==> src/rtl/sram_like_arbiter.sv <==
// Two-to-one sram-like arbiter: data priority with a starvation bound, an
// address-phase lock, and an ID FIFO that routes responses back in order.
//
// state     | meaning
// ----------+--------------------------------------------------------------
// ST_OPEN   | no request stalled; the grant is chosen freshly each cycle
// ST_LOCKED | the grant was presented but not accepted; hold it via lock_id
module sram_like_arbiter #(
  parameter int MAX_OUT      = 2,
  parameter int STARVE_LIMIT = 4
) (
  input  logic        clk,
  input  logic        resetn,

  input  logic        inst_req,
  input  logic        inst_wr,
  input  logic [1:0]  inst_size,
  input  logic [31:0] inst_addr,
  input  logic [31:0] inst_wdata,
  output logic [31:0] inst_rdata,
  output logic        inst_addr_ok,
  output logic        inst_data_ok,

  input  logic        data_req,
  input  logic        data_wr,
  input  logic [1:0]  data_size,
  input  logic [31:0] data_addr,
  input  logic [31:0] data_wdata,
  output logic [31:0] data_rdata,
  output logic        data_addr_ok,
  output logic        data_data_ok,

  output logic        m_req,
  output logic        m_wr,
  output logic [1:0]  m_size,
  output logic [31:0] m_addr,
  output logic [31:0] m_wdata,
  input  logic [31:0] m_rdata,
  input  logic        m_addr_ok,
  input  logic        m_data_ok,

  output logic        err_unexp
);

  localparam int CNT_W = $clog2(MAX_OUT + 1);
  localparam int PTR_W = (MAX_OUT > 1) ? $clog2(MAX_OUT) : 1;
  localparam int STV_W = (STARVE_LIMIT > 0) ? $clog2(STARVE_LIMIT + 1) : 1;

  localparam logic [CNT_W-1:0] CNT_FULL  = CNT_W'(MAX_OUT);
  localparam logic [PTR_W-1:0] PTR_LAST  = PTR_W'(MAX_OUT - 1);
  localparam logic [STV_W-1:0] STV_LIMIT = STV_W'(STARVE_LIMIT);

  localparam logic ID_INST = 1'b0;
  localparam logic ID_DATA = 1'b1;

  typedef enum logic {
    ST_OPEN,
    ST_LOCKED
  } lock_state_t;

  lock_state_t       lock_st, lock_nxt;
  logic              lock_id;
  logic [STV_W-1:0]  starve_cnt;
  logic [MAX_OUT-1:0] fifo_mem;
  logic [PTR_W-1:0]  wr_ptr, rd_ptr;
  logic [CNT_W-1:0]  count;

  logic gnt_id;
  logic gnt_req;
  logic full;
  logic hs;
  logic push, pop;
  logic head;
  logic resp_ok;

  assign full = (count == CNT_FULL);

  always_comb begin
    gnt_id = ID_DATA;
    if (lock_st == ST_LOCKED) begin
      gnt_id = lock_id;
    end else if (inst_req && !data_req) begin
      gnt_id = ID_INST;
    end else if (data_req && !inst_req) begin
      gnt_id = ID_DATA;
    end else if (inst_req && data_req) begin
      gnt_id = (starve_cnt == STV_LIMIT) ? ID_INST : ID_DATA;
    end
  end

  assign gnt_req = (gnt_id == ID_DATA) ? data_req : inst_req;
  // full is registered state only, so m_data_ok never reaches m_req
  assign m_req   = gnt_req & ~full;
  assign hs      = m_req & m_addr_ok;

  assign m_wr    = (gnt_id == ID_DATA) ? data_wr    : inst_wr;
  assign m_size  = (gnt_id == ID_DATA) ? data_size  : inst_size;
  assign m_addr  = (gnt_id == ID_DATA) ? data_addr  : inst_addr;
  assign m_wdata = (gnt_id == ID_DATA) ? data_wdata : inst_wdata;

  assign inst_addr_ok = hs & (gnt_id == ID_INST);
  assign data_addr_ok = hs & (gnt_id == ID_DATA);

  assign push    = hs;
  assign resp_ok = m_data_ok & (count != '0);
  assign pop     = resp_ok;
  assign head    = fifo_mem[rd_ptr];

  assign inst_data_ok = resp_ok & (head == ID_INST);
  assign data_data_ok = resp_ok & (head == ID_DATA);
  assign inst_rdata   = m_rdata;
  assign data_rdata   = m_rdata;

  always_comb begin
    lock_nxt = lock_st;
    case (lock_st)
      ST_OPEN:   if (m_req && !m_addr_ok) lock_nxt = ST_LOCKED;
      ST_LOCKED: if (hs) lock_nxt = ST_OPEN;
      default:   lock_nxt = ST_OPEN;
    endcase
  end

  always_ff @(posedge clk) begin
    if (!resetn) begin
      lock_st <= ST_OPEN;
      lock_id <= 1'b0;
    end else begin
      lock_st <= lock_nxt;
      if (lock_st == ST_OPEN && m_req && !m_addr_ok) lock_id <= gnt_id;
    end
  end

  always_ff @(posedge clk) begin
    if (!resetn) begin
      starve_cnt <= '0;
    end else if (!inst_req || inst_addr_ok) begin
      starve_cnt <= '0;
    end else if (data_addr_ok && starve_cnt != STV_LIMIT) begin
      starve_cnt <= starve_cnt + 1'b1;
    end
  end

  always_ff @(posedge clk) begin
    if (!resetn) begin
      fifo_mem <= '0;
      wr_ptr   <= '0;
      rd_ptr   <= '0;
      count    <= '0;
    end else begin
      if (push) begin
        fifo_mem[wr_ptr] <= gnt_id;
        wr_ptr <= (wr_ptr == PTR_LAST) ? '0 : wr_ptr + 1'b1;
      end
      if (pop) rd_ptr <= (rd_ptr == PTR_LAST) ? '0 : rd_ptr + 1'b1;
      if (push && !pop)      count <= count + 1'b1;
      else if (pop && !push) count <= count - 1'b1;
    end
  end

  always_ff @(posedge clk) begin
    if (!resetn)                       err_unexp <= 1'b0;
    else if (m_data_ok && count == '0) err_unexp <= 1'b1;
  end

endmodule

==> config.mk <==
export PLATFORM = sky130hd
export DESIGN_NAME = sram_like_arbiter
export DESIGN_NICKNAME = d
export VERILOG_FILES = /design/src/rtl/sram_like_arbiter.sv
export SDC_FILE = /design/constraint.sdc
export NUM_CORES = 1
export LEC_CHECK = 0
export ABC_AREA = 1
export CORE_AREA = 2 2 118 120
export CTS_BUF_LIST = sky130_fd_sc_hd__clkbuf_4 sky130_fd_sc_hd__clkbuf_8
export DETAILED_ROUTE_END_ITERATION = 10
export DIE_AREA = 0 0 120 122
export PLACE_DENSITY = 0.68
export SYNTH_ARGS = -nofsm -noshare
export SYNTH_HDL_FRONTEND = slang
export SYNTH_SLANG_ARGS = --single-unit
==> constraint.sdc <==
create_clock -name clk -period 4.8 [get_ports clk]
set_input_delay 0.48 -clock clk [delete_from_list [all_inputs] [get_ports clk]]
set_output_delay 0.48 -clock clk [all_outputs]
set_load 0.005 [all_outputs]
## Word-level counts from Yosys, hierarchy flattened

Cells that the tools add are included.

| word-level totals | value |
|---|---|
| bits in registers | 12 |
| input port bits | 172 |
| output and inout port bits | 137 |

| operators by class | value |
|---|---|
| add/sub/neg operators | 5 |
| magnitude comparators | 3 |
| equal/unequal tests | 3 |
| multiplexer cells | 22 |
| bitwise operators | 12 |
| reduce and logical (&&, ||, !) cells | 21 |

Operators with widths:

| kind | number |
|---|---|
| $mux W32 | 2 |
| $mux W1 | 14 |
| $logic_and A1 B1 Y1 | 11 |
| $and A1 B1 Y1 | 7 |
| $mux W2 | 3 |
| $logic_not A1 Y1 | 5 |
| $not A1 Y1 | 5 |
| $lt A1 B2 Y1 const B | 2 |
| $reduce_bool A2 Y1 | 2 |
| $add A3 B1 Y3 const B | 1 |
| $eq A3 B3 Y1 const B | 1 |
| $ne A3 B3 Y1 const B | 1 |
| $add A1 B1 Y1 const B | 2 |
| $add A2 B1 Y2 const B | 1 |
| $bwmux W2 | 1 |
| $eq A2 B2 Y1 const B | 1 |
| $logic_not A2 Y1 | 1 |
| $pmux W1 S2 | 1 |
| $reduce_or A2 Y1 | 1 |
| $sub A2 B1 Y2 const B | 1 |
| $demux W1 S1 | 1 |
| $ge A1 B1 Y1 const B | 1 |
| $logic_or A1 B1 Y1 | 1 |

## Depth between registers and ports, before layout

Gate-level depths: netlist of run 1.

| depth | value |
|---|---|
| depth in word-level cells | 13 |
| depth in mapped cells | 13 |
| mapped depth without buffers | 13 |

## Worst setup path after synthesis of run 1

No wires, ideal clock.

| path | value |
|---|---|
| kind | register to output |
| from | reg starve_cnt[0] |
| to | out m_addr[10] |
| arrival time | 1,451 ps |
| required time | 4,320 ps |
| slack | 2,869 ps |
| stages on the path, launching flop included | 10 |
| buffers on the path | 2 |
| cells stage by stage | dfxtp_1 inv_1 ha_1 nand2_1 nand2_1 a21oi_4 buf_2 buf_2 nand2_1 nand2_1 |

| between the ends | value |
|---|---|
| cells in the longest elaborated chain, start to end | 7 |

RTL lines:

| what | RTL line | RTL |
|---|---|---|
| from (decl) | 63 | `logic [STV_W-1:0] starve_cnt;` |
| from (signal assigned) | 139 | `starve_cnt <= starve_cnt + 1'b1;` |
| $eq A3 B3 Y1 | 87 | `gnt_id = (starve_cnt == STV_LIMIT) ? ID_INST : ID_DATA;` |
| $mux W1 | 87 |  |
| $mux W1 | 86 | `end else if (inst_req && data_req) begin` |
| $mux W1 | 84 | `end else if (data_req && !inst_req) begin` |
| $mux W1 | 82 | `end else if (inst_req && !data_req) begin` |
| $mux W1 | 80 | `if (lock_st == ST_LOCKED) begin` |
| $mux W32 | 98 | `assign m_addr = (gnt_id == ID_DATA) ? data_addr : inst_addr;` |
| to (decl) | 36 | `output logic [31:0] m_addr,` |

Every way passes these cells.

## Worst setup path after layout of run 1

| path | value |
|---|---|
| from | in inst_req |
| to | out m_addr[29] |

| between the ends | value |
|---|---|
| cells in the longest elaborated chain, start to end | 6 |
| elaborated cells on any way between the ends | 9 |
| those cells by class | 5 x mux; 4 x reduce/logical |

RTL lines:

| what | RTL line | RTL |
|---|---|---|
| from (decl) | 15 | `input logic inst_req,` |
| $logic_and A1 B1 Y1 or $logic_not A1 Y1 (tied branches) | 86, 84 |  |
| $mux W1 or $logic_and A1 B1 Y1 (tied branches) | 86, 84 |  |
| $mux W1 | 84 |  |
| $mux W1 * | 82 |  |
| $mux W1 * | 80 |  |
| $mux W32 * | 98 |  |

Every way passes the cells marked *; elsewhere a longest branch is shown, timed or not.

==> metrics.txt, run 1 <==
YS warnings 0; starting density of the core 14.3%; post-synth cell types 19; Worst setup EP type output pin; Setup Viol. Count Final 0; TritonCTS clock tree done; Die W 120 um; # clock sinks 12; initial antenna violation count 0; Leakage Power roughly 1.8 nW; IO buf count 212; number of diodes 0; H-Tree Depth 1; WP data required 4.32 ns; FP Rows 43; GRT Total Usage 9.08%; grt total ovfl 0; DIE HEIGHT about 120 um; Mean Syn Cell Area roughly 5.2 um^2; most frequent cell after synthesis nand2_1; nets 687; Post-synth EDFFs 0; WS Path Type input pin to output pin; Final period util 71.9%; clk slew on worst S/H paths 0.05 ns; syn_nets 546; # IOs 309; final non-filler cell total 691; core area 0.0135 mm^2; CTS Buf Count 3; Skew-Pair Late Insertion Delay 0.24 ns; area grow syn2layout 96.8%; CTS max path bufs 2; Post-CTS Hold Buffers 0; Final ANT Viol Nets 0; Max FO, Critical Path 43; met1 Track Usage GR 9.59%; post_cts resized 0; Post-synth ARST share 0%; slew at the pin with the worst max-slew slack 0.725 ns; vias in the first global route 2,293; wire per inst 10.8 um; via count 2,547; Main synth FF type dfxtp_1; CP arrival 2.97 ns; placer congestion estimate roughly 0.76; Slew headroom just over 50%; most frequent cells after synthesis nand2_1, buf_4, inv_1; hold slack 0.467 ns; RSZ-0062 raised after global routing false; Die Footprint 0.0146 mm^2; Final Max Tran Viols 0; #FFs+latches synth 12; M3 GR Usage a little under 3%; DP HPWL 6150 um; layout cell share with drive strength beyond 1 2.15%; Final Hold Viols 0; largest net degree at the start of global routing 70; HP Class register to register; first-pass GRT wire length 10,800 um; Most Used Layer, Global Route met2; post-CTS setup buffers 0; maximum vdd drop around 160 uV; Synth Instances 371; Pwr per Cell Area 315 mW/mm^2; top-area cell type share of the netlist area 42.1%; Synth area leader nand2_1; Fin Setup TNS 0 ns; Post-route DRC 0; main area contributors after synthesis nand2_1, buf_4, dfxtp_1; status complete, no violations; register area share after synthesis 12.4%; DRT iter0 DRCs 67; vias per cell 3.69; CP Launch Type input pin; Placed Cells between 600 and 700; fmax 290 MHz; min Tclk post-route 3.45 ns; final wirelength 7480 um; TritonRoute pass-1 iters 4; CTS Root Cell clkbuf_8; max cap viols 0; met2 Use GR 16.7%; Post-Syn Area roughly 0.0019 mm^2; Clock Skews 0.00116 ns
-- path summary, 6_finish.rpt --
check	from	endpoint	slack, ns	cells after the start
hold / removal	err_unexp$_SDFFE_PN0P_	err_unexp$_SDFFE_PN0P_	0.47	2
setup / recovery	inst_req	m_addr[29]	1.35	9
hold reg to reg	err_unexp$_SDFFE_PN0P_	err_unexp$_SDFFE_PN0P_	0.47	2
setup reg to reg	starve_cnt[0]$_SDFFE_PP0P_	starve_cnt[0]$_SDFFE_PP0P_	2.56	10
-- cell type report --
| cell class | instances | area, um^2 |
|---|---|---|
| clock buffer | 4 | 55.1 |
| fill | 1462 | 9690 |
| inverter | 21 | 78.8 |
| multi-input combinational | 260 | 1070 |
| sequential | 12 | 240 |
| tap | 180 | 225 |
| timing repair buffer | 214 | 2140 |
-- metal layers --
metal | wire [um] | share of wire [%] | up-vias
met5 | 0 | 0 | -
met4 | 241 | 3.2 | 0
met3 | 829 | 11 | 23
met2 | 3680 | 49 | 161
met1 | 2730 | 36 | 1033
li1 | - | - | 1330
-- sequential cells by signal (all words and copies together), names as in the netlist, named ones only --
| register | count |
|---|---|
| err_unexp | 1 |
| starve_cnt | 3 |
| wr_ptr | 1 |
| lock_id | 1 |
| rd_ptr | 1 |
| fifo_mem | 2 |
| count | 2 |
-- placed cells by master (no fill, tap or decap), types with 2 or more instances in the layout --
| cell type | count |
|---|---|
| clkdlybuf4s50_1 | 212 |
| inv_2 | 2 |
| clkbuf_8 | 4 |
| inv_1 | 19 |
| buf_4 | 2 |
| dfxtp_1 | 12 |
| nor2_1 | 7 |
| ha_1 | 3 |
| o21ai_0 | 13 |
| a21oi_1 | 10 |
| nand2_1 | 217 |
| nand3_1 | 3 |
-- cells by family after synthesis --
logic type	Yosys count	synth area share [%]
buffers and inverters	99	32.1
flip-flops	12	12.4
XOR/XNOR	1	0.453
AND/OR/NAND/NOR	230	45.6
adder cells (fa/ha/maj)	3	1.94
AO/OA/AOI/OAI	26	7.50
-- power by group --
group	switching (mW)	leakage (nW)	internal [mW]
combinational	0.420	1.65	0.537
sequential	0.0109	0.0984	0.122
clock	0.0376	0.0288	0.0725
-- worst max-delay path: stages --
cell and delay (ns):
clkdlybuf4s50_1 0.48, inv_1 0.05, nor2_1 0.22, a21oi_4 0.09, inv_2 0.53, buf_4 0.39
nand2_1 0.10, nand2_1 0.07, clkdlybuf4s50_1 0.53
-- through the flow --
stage / cell area (um^2) / total power [mW] / util [%] / setup WS (ns)
finish: 3810 / 1.20 / 28.2 / 1.35
global route: 3810 / 1.32 / 28.2 / 1.12
CTS: 3810 / 1.22 / 28.2 / 1.30
detailed placement: 3750 / 1.11 / 27.8 / 1.32
global placement: 3750 / 1.10 / 27.8 / 1.37
floorplan: 1940 / 0.575 / - / 2.87
No activity file was read; power rests on OpenSTA's default activity.
==> run 2, diff against run 1 <==
CORE_AREA = 2 2 122 124   (was 2 2 118 120)
DIE_AREA = 0 0 124 126   (was 0 0 120 122)
PLACE_DENSITY = 0.67   (was 0.68)
clock period = 2.89 ns   (was 4.8 ns; I/O delays follow)
==> run 2 against run 1 <==
Global-route usage up 0.39 points. Non-clock buffer count unchanged. Largest cell class unchanged. Final area up 0.79%. Highest routed layer unchanged.
==> metrics.txt, run 2 (synthesized netlist as in run 1, its figures left out) <==
Final Hold Viols 0; critical path's slowest cell clkdlybuf4s50_1; Slew headroom a little under two thirds; crit path cell chain inv_1, ha_1, nand2_1, nand2_1, a21oi_4, buf_12, nand4_2, inv_1, clkdlybuf4s50_1; final core occ a little over a quarter; placer congestion estimate 0.761; Worst setup endpoint data_addr_ok; FP Rows 44; Clock Skews 0.000376 ns; GRT Total Usage 9.47%; post-CTS setup buffers 0; DRT iter0 DRCs 81; maximum vdd drop 227 uV; area grow syn2layout 98.4%; filler instances between 1.5k and 2k; Critical Path Start starve_cnt[0]$_SDFFE_PP0P_; largest net degree at the start of global routing 70; TritonCTS clock tree done; DIE HEIGHT 126 um; Fin Setup TNS 0 ns; Final ANT Viol Nets 0; H-Tree Depth 1; Top reg by flops starve_cnt; wire per inst about 12 um; core area 0.0143 mm^2; layout cell share with drive strength beyond 1 2.15%; status complete, no violations; TritonRoute pass-1 iters 4; number of diodes 0; Placed Cells 691; Post-CTS Hold Buffers 0; biggest regs starve_cnt (3), count (2), fifo_mem (2); Worst setup EP type output pin; Die W roughly 120 um; Largest register FFs 3; nets 687; via count 2,643; post_cts resized 0; instance count on the critical path 9; CP top delay family buffers and inverters; Most Used Layer, Global Route met2; CTS Root Cell clkbuf_8; # IOs 309; Final Max Tran Viols 0; Worst R2R End count[1]$_SDFFE_PN0P_; hold path start err_unexp$_SDFFE_PN0P_; HP Class register to register; CP arrival 2.34 ns; max cap viols 0; Reg2Reg Depth 13; met2 Use GR between 10% and 20%; CTS max path bufs 2; Design Area, Final 0.00384 mm^2; Leakage Power between 1.5 and 2 nW; Placed Area 0.00378 mm^2; DP HPWL 6690 um; first-pass GRT wire length roughly 12,000 um; M3 GR Usage 5.98%; min Tclk post-route 2.63 ns; # clock sinks 12; RSZ-0062 raised after global routing false; IO buf count 212; Critical R2R Launch starve_cnt[0]$_SDFFE_PP0P_; grt total ovfl 0; clk slew on worst S/H paths 0.05 ns; Die Footprint 0.0156 mm^2; Buf/Inv on CP 4; Final period util 91.0%; Setup Viol. Count Final 0; commonest non-fill, non-tap cell in the layout nand2_1; CP Launch Type register; WS Path Type register to output pin; final wirelength 8160 um; most frequent cells in the layout nand2_1, clkdlybuf4s50_1, inv_1; vias per cell 3.80; final non-filler cell total roughly 700; vias in the first global route 2,444; fmax about 380 MHz; slew at the pin with the worst max-slew slack between 0.5 and 0.6 ns; CTS Buf Count 3; CP max stage delay 0.51 ns; Max FO, Critical Path 69; starting density of the core 13.5%; met1 Track Usage GR 9.69%; Skew-Pair Late Insertion Delay 0.24 ns; Post-route DRC 0; reg-to-reg slack, setup 0.74 ns; WP data required 2.60 ns; initial antenna violation count 0; Pwr per Cell Area approximately 530 mW/mm^2
==> run 2: metrics by stage <==
| step | hold slack [ns] | setup WS [ns] | power, mW |
|---|---|---|---|
| finish | 0.471 | 0.259 | 2.03 |
| global route | 0.511 | 0.0604 | 2.25 |
| CTS | 0.473 | 0.206 | 2.07 |
| detailed placement | 0.463 | 0.353 | 1.87 |
| global placement | 0.452 | 0.344 | 1.87 |
| floorplan | 0.415 | 1.00 | 0.954 |
==> run 2: worst min path at each step <==
stage | slack, ns | depth (start not counted) | to
final | 0.47 | 2 | err_unexp$_SDFFE_PN0P_
after global routing | 0.51 | 2 | err_unexp$_SDFFE_PN0P_
after CTS | 0.47 | 2 | fifo_mem[1]$_SDFFE_PN0P_
after detailed placement | 0.46 | 2 | err_unexp$_SDFFE_PN0P_
after global placement | 0.45 | 2 | err_unexp$_SDFFE_PN0P_
after floorplan | 0.41 | 2 | lock_id$_SDFFE_PN0P_
==> run 2: routing by layer <==
metal | vias up | share of wire (%)
met5 | - | 0
met4 | 0 | 1.2
met3 | 8 | 20
met2 | 221 | 44
met1 | 1083 | 35
li1 | 1331 | -
==> run 2: report_power, final <==
group / internal (mW) / switching [mW] / leakage (nW)
registers: 0.203 / 0.0196 / 0.0984
logic: 0.917 / 0.706 / 1.65
clock network: 0.121 / 0.0664 / 0.0288
total: 1.24 / 0.792 / 1.78
==> run 2: cell type report <==
type	count	area, um^2	share of cell area, %
repair buffers	214	2160	56.3
multi-input cells	260	1070	28.0
flip-flops and latches	12	240	6.26
well taps	184	230	6.00
inverters	21	78.8	2.05
clock buffers	4	55.1	1.43
==> run 2: worst register-to-register path, stage by stage (launching register included) <==
cell      delay [ns]
dfxtp_1         0.36
inv_1           0.07
ha_1            0.21
nand2_1         0.09
nand2_1         0.10
nand2_1         0.09
nand3b_1        0.10
nand3_1         0.18
inv_2           0.08
ha_1            0.30
a21oi_1         0.11
o21ai_0         0.11
o21ai_0         0.17
a21oi_1         0.06
